==> src/rtl/tlb_pkg.sv <==
// Shared TLB constants and virtual/physical address field helpers.
// Used by tlb_way and by the parent TLB that replicates it per way.
package tlb_pkg;

  localparam int unsigned SADDR = 64;
  localparam int unsigned SPAGE = 12;
  localparam int unsigned NSET  = 8;
  localparam int unsigned SPCID = 12;

  localparam int unsigned SIDX = $clog2(NSET);
  localparam int unsigned STAG = SADDR - SPAGE - SIDX;
  localparam int unsigned SPPN = SADDR - SPAGE;

  function automatic logic [SIDX-1:0] va_set(input logic [SADDR-1:0] va);
    return va[SPAGE +: SIDX];
  endfunction

  function automatic logic [STAG-1:0] va_tag(input logic [SADDR-1:0] va);
    return va[SADDR-1 -: STAG];
  endfunction

  function automatic logic [SPPN-1:0] pa_ppn(input logic [SADDR-1:0] pa);
    return pa[SADDR-1 -: SPPN];
  endfunction

endpackage

==> src/rtl/tlb_way.sv <==
// One TLB way: per-set {valid, tag, pcid, ppn} registers with a combinational
// lookup and a single clocked write port. Replacement lives in the parent.
module tlb_way #(
  parameter int unsigned SADDR = tlb_pkg::SADDR,
  parameter int unsigned SPAGE = tlb_pkg::SPAGE,
  parameter int unsigned NSET  = tlb_pkg::NSET,
  parameter int unsigned SPCID = tlb_pkg::SPCID,
  localparam int unsigned SIDX = $clog2(NSET),
  localparam int unsigned STAG = SADDR - SPAGE - SIDX,
  localparam int unsigned SPPN = SADDR - SPAGE
) (
  input  logic             clk,
  input  logic             rst,
  input  logic             shutdown,
  input  logic [SIDX-1:0]  rd_set,
  input  logic [STAG-1:0]  rd_tag,
  input  logic [SPCID-1:0] rd_pcid,
  output logic             hit,
  output logic [SPPN-1:0]  ppn,
  input  logic             wr_en,
  input  logic [SIDX-1:0]  wr_set,
  input  logic [STAG-1:0]  wr_tag,
  input  logic [SPCID-1:0] wr_pcid,
  input  logic [SPPN-1:0]  wr_ppn
);

  logic [NSET-1:0]  valid_q, valid_d;
  logic [STAG-1:0]  tag_q  [NSET];
  logic [STAG-1:0]  tag_d  [NSET];
  logic [SPCID-1:0] pcid_q [NSET];
  logic [SPCID-1:0] pcid_d [NSET];
  logic [SPPN-1:0]  ppn_q  [NSET];
  logic [SPPN-1:0]  ppn_d  [NSET];

  // Flush zeroes every field, not just valid, and drops a coincident write.
  always_comb begin
    valid_d = valid_q;
    tag_d   = tag_q;
    pcid_d  = pcid_q;
    ppn_d   = ppn_q;
    if (shutdown) begin
      valid_d = '0;
      tag_d   = '{default: '0};
      pcid_d  = '{default: '0};
      ppn_d   = '{default: '0};
    end else if (wr_en) begin
      valid_d[wr_set] = 1'b1;
      tag_d[wr_set]   = wr_tag;
      pcid_d[wr_set]  = wr_pcid;
      ppn_d[wr_set]   = wr_ppn;
    end
  end

  always_ff @(posedge clk or posedge rst) begin
    if (rst) begin
      valid_q <= '0;
      tag_q   <= '{default: '0};
      pcid_q  <= '{default: '0};
      ppn_q   <= '{default: '0};
    end else begin
      valid_q <= valid_d;
      tag_q   <= tag_d;
      pcid_q  <= pcid_d;
      ppn_q   <= ppn_d;
    end
  end

  // Lookup reads registered state only, so a same-cycle write is not visible.
  always_comb begin
    hit = valid_q[rd_set] && (tag_q[rd_set] == rd_tag) && (pcid_q[rd_set] == rd_pcid);
    ppn = hit ? ppn_q[rd_set] : '0;
  end

endmodule

==> config.mk <==
export PLATFORM = sky130hd
export DESIGN_NAME = tlb_way
export DESIGN_NICKNAME = d
export VERILOG_FILES = /design/src/rtl/tlb_pkg.sv /design/src/rtl/tlb_way.sv
export SDC_FILE = /design/constraint.sdc
export NUM_CORES = 2
export LEC_CHECK = 0
export CORE_ASPECT_RATIO = 0.8
export CORE_MARGIN = 5
export CORE_UTILIZATION = 61
export DETAILED_ROUTE_END_ITERATION = 8
export PLACE_DENSITY = 0.93
export SLEW_MARGIN = 20
export SYNTH_ARGS = -nofsm -noshare
export SYNTH_HDL_FRONTEND = slang
export SYNTH_SLANG_ARGS = --single-unit
==> constraint.sdc <==
create_clock -name clk -period 31.4 [get_ports clk]
set_clock_uncertainty 0.2 [all_clocks]
set_input_delay 3.14 -clock clk [delete_from_list [all_inputs] [get_ports clk]]
set_output_delay 3.14 -clock clk [all_outputs]
set_load 0.05 [all_outputs]
==> impl_results.md <==
- RSZ-0062 raised after global routing: false
- Hold Path End: valid_q[5]
- Post-Syn Instances: 4,887
- Reg2Reg Depth: 2
- First-pass GRT wire length: 223,000 um
- Distinct cells, synth: 46
- Post-synth ARST share: 100%
- Syn Area/Cell: 9.16 um2
- Hold Path Stages: 2
- Drt pass-1 iters: 7
- H-tree depth: 3
- Arr. time, crit path: 8.43 ns
- P_leak: 0.0202 uW
- Worst skew pair latency: 0.63 ns
- Boundary pin count: 237
- Slew HR: 19.5%
- Reg-to-Reg Start: tag_q[119]
- Largest net degree at the start of global routing: 226
- #FFs+latches synth: 912
- EDFF count, synth: 0
- Beginning of the worst hold path: valid_q[5]
- Placeable Area: 72,400 um2
- GR Util All Layers: 35.9%
- Total clock buffers created by CTS: 88
- Buffers on Ports: 236
- Slack of the worst reg-to-reg path: 30.33 ns
- Max stage delay cell, worst path: clkdlybuf4s50_1
- Crit Reg-Reg Endpoint: tag_q[119]
- Setup TNS: 0 ns
- WHS: 0.308 ns
- Die Y: 252 um
- Worst hold path class: register to register
- Post-CTS Setup Bufs: 0
- Final period util: 37.5%
- CP Class: input pin to output port
- Final ANT Viol Nets: 0
- Final Util: 68.5%
- CTS hold repair buffers: 0
- Fmax: 0.0850 GHz
- Worst slew pin tran: 1.21 ns
- Synth Cell Area: 44,800 um2
- Yosys warnings: 0
- Routability cong.: 0.969
- Worst-path clk slew: 0.06 ns
- Nets: 4,941
- Initial core utilization: 61.8%
- Power per cell area: 51.6 nW/um2
- CP Capture Type: output port
- CP max FO: 106
- CTS resizes: 0
- Wire per inst: 25.2 um
- Slew Viols, Final: 0
- Antenna violations before repair: 28
- Die Wd: 313 um
- Startpoint types: input pin
- Final Hold Fails: 0
- Detailed Route Iter0 Violations: 7,373
- Post-Syn Nets: 5,071
- Critical Path RT: 28.06 ns
- Run status: finished, final reports clean
- Ratio of cells with drive above 1 in the final layout: 10.3%
- Clock Sinks: 912
- MaxCap Viol Count: 0
- Drt drc: 0
- CTS tree: done
- Via density: 6.87
- Clk buf depth: 3
- Register area share after synthesis: 51.0%
- Setup Viol. Count Final: 0
- Vias in the first global route: 39,900
- Top_reg_cell synth: dfrtp_1
- DRT Wirelength: 146,000 um
- Post-DP HPWL: 77,500 um
- Most frequent cells in the layout: nand2_1, dfrtp_1, a21oi_1
- Area grow syn2layout: 10.8%
- Post-route cell area: 49,600 um2
- Critical-path cell list: buf_8, buf_12, nor2_1, a32oi_1, o211ai_1, a2111oi_0, nand3_1, or4_4, nor3_1, clkdlybuf4s50_1
- Worst VDD drop: 0.0430 mV
- Tmin final: 11.77 ns
- Max incr delay on CP: 0.84 ns
- Total gr overflow: 0
- DP Area: 46,500 um2
- Fillers: 4,696
- Most common cell after layout, fill and taps aside: nand2_1
- Vias: 39,800
- CTS root buffer: clkbuf_16
- Site Rows: 88
- Die footprint: 78,900 um2
[per-layer routing]
metal	up-vias	share of wire (%)	track usage, %
met2	3804	45	55.6
met1	19100	33	44.7
met4	16	7.2	23.0
met5	-	0.077	0
met3	926	14	10.8
li1	16000	-	-
[metrics by stage]
stage               setup WS (ns)  instances  power, uW
floorplan                    2.42       4887       1380
global placement            19.94       5609       1440
detailed placement          19.85       5609       1450
CTS                         19.84       5768       2540
global route                19.37       5785       2620
finish                      19.63       5791       2560
[layout make-up]
type / instances / area, um2 / area share (%)
inverter: 6 / 31.3 / 0.0631
clock buffer: 126 / 2640 / 5.32
antenna: 20 / 50.0 / 0.101
multi-input combinational: 3464 / 19600 / 39.5
timing repair buffer: 285 / 2900 / 5.84
sequential: 912 / 22800 / 46.0
clock inverter: 33 / 368 / 0.742
tap: 945 / 1180 / 2.38
[worst max-delay path by stage]
stage	cells after the start	start	slack, ns	endpoint
6_report	10	rd_set[0]	19.63	ppn[51]
3_3_place_gp	10	rd_set[0]	19.94	ppn[0]
5_1_grt	10	rd_set[0]	19.37	ppn[51]
2_1_floorplan	1	rst	2.42	pcid_q[0]
4_1_cts	10	rd_set[0]	19.84	ppn[17]
3_5_place_dp	10	rd_set[0]	19.85	ppn[36]
[worst max-delay path: cells and delay by family]
| family | cells | cell delay, ns |
|---|---|---|
| and+or+nand+nor | 4 | 1.59 |
| buffers and inverters | 3 | 2.23 |
| AOI/OAI and AO/OA | 3 | 1.11 |
[cell families (layout without fill, tap and decap cells)]
logic type	count (synthesis)	after routing	share of synthesized area [%]
AOI/OAI and AO/OA	953	953	10.9
xor gates and xnor gates	43	43	0.841
buffers and inverters	511	450	5.53
DFF	912	912	51.0
muxes	292	292	12.3
other	0	20	0
and+or+nand+nor	2176	2176	19.4
[sequential cells by signal (all words and copies together), names as in the netlist]
signal / cells
pcid_q: 96
ppn_q: 416
tag_q: 392
valid_q: 8
[power breakdown]
part / internal, uW / total, uW / switching (uW)
clock: 643 / 1120 / 476
sequential: 1200 / 1210 / 14.6
combinational: 70.5 / 226 / 155
[cell usage after synthesis (37+ instances only)]
master | n | share of area, %
nand2_1 | 1998 | 17
dfrtp_1 | 912 | 51
a21oi_1 | 909 | 10
clkbuf_1 | 289 | 2.4
mux4_2 | 205 | 10
buf_4 | 86 | 1.4
mux2i_1 | 71 | 1.6
nand3_1 | 60 | 0.67
nor3_2 | 50 | 1.1
clkbuf_2 | 42 | 0.47
buf_1 | 38 | 0.32
xor2_1 | 37 | 0.72
No activity file was read; power rests on OpenSTA's default activity.
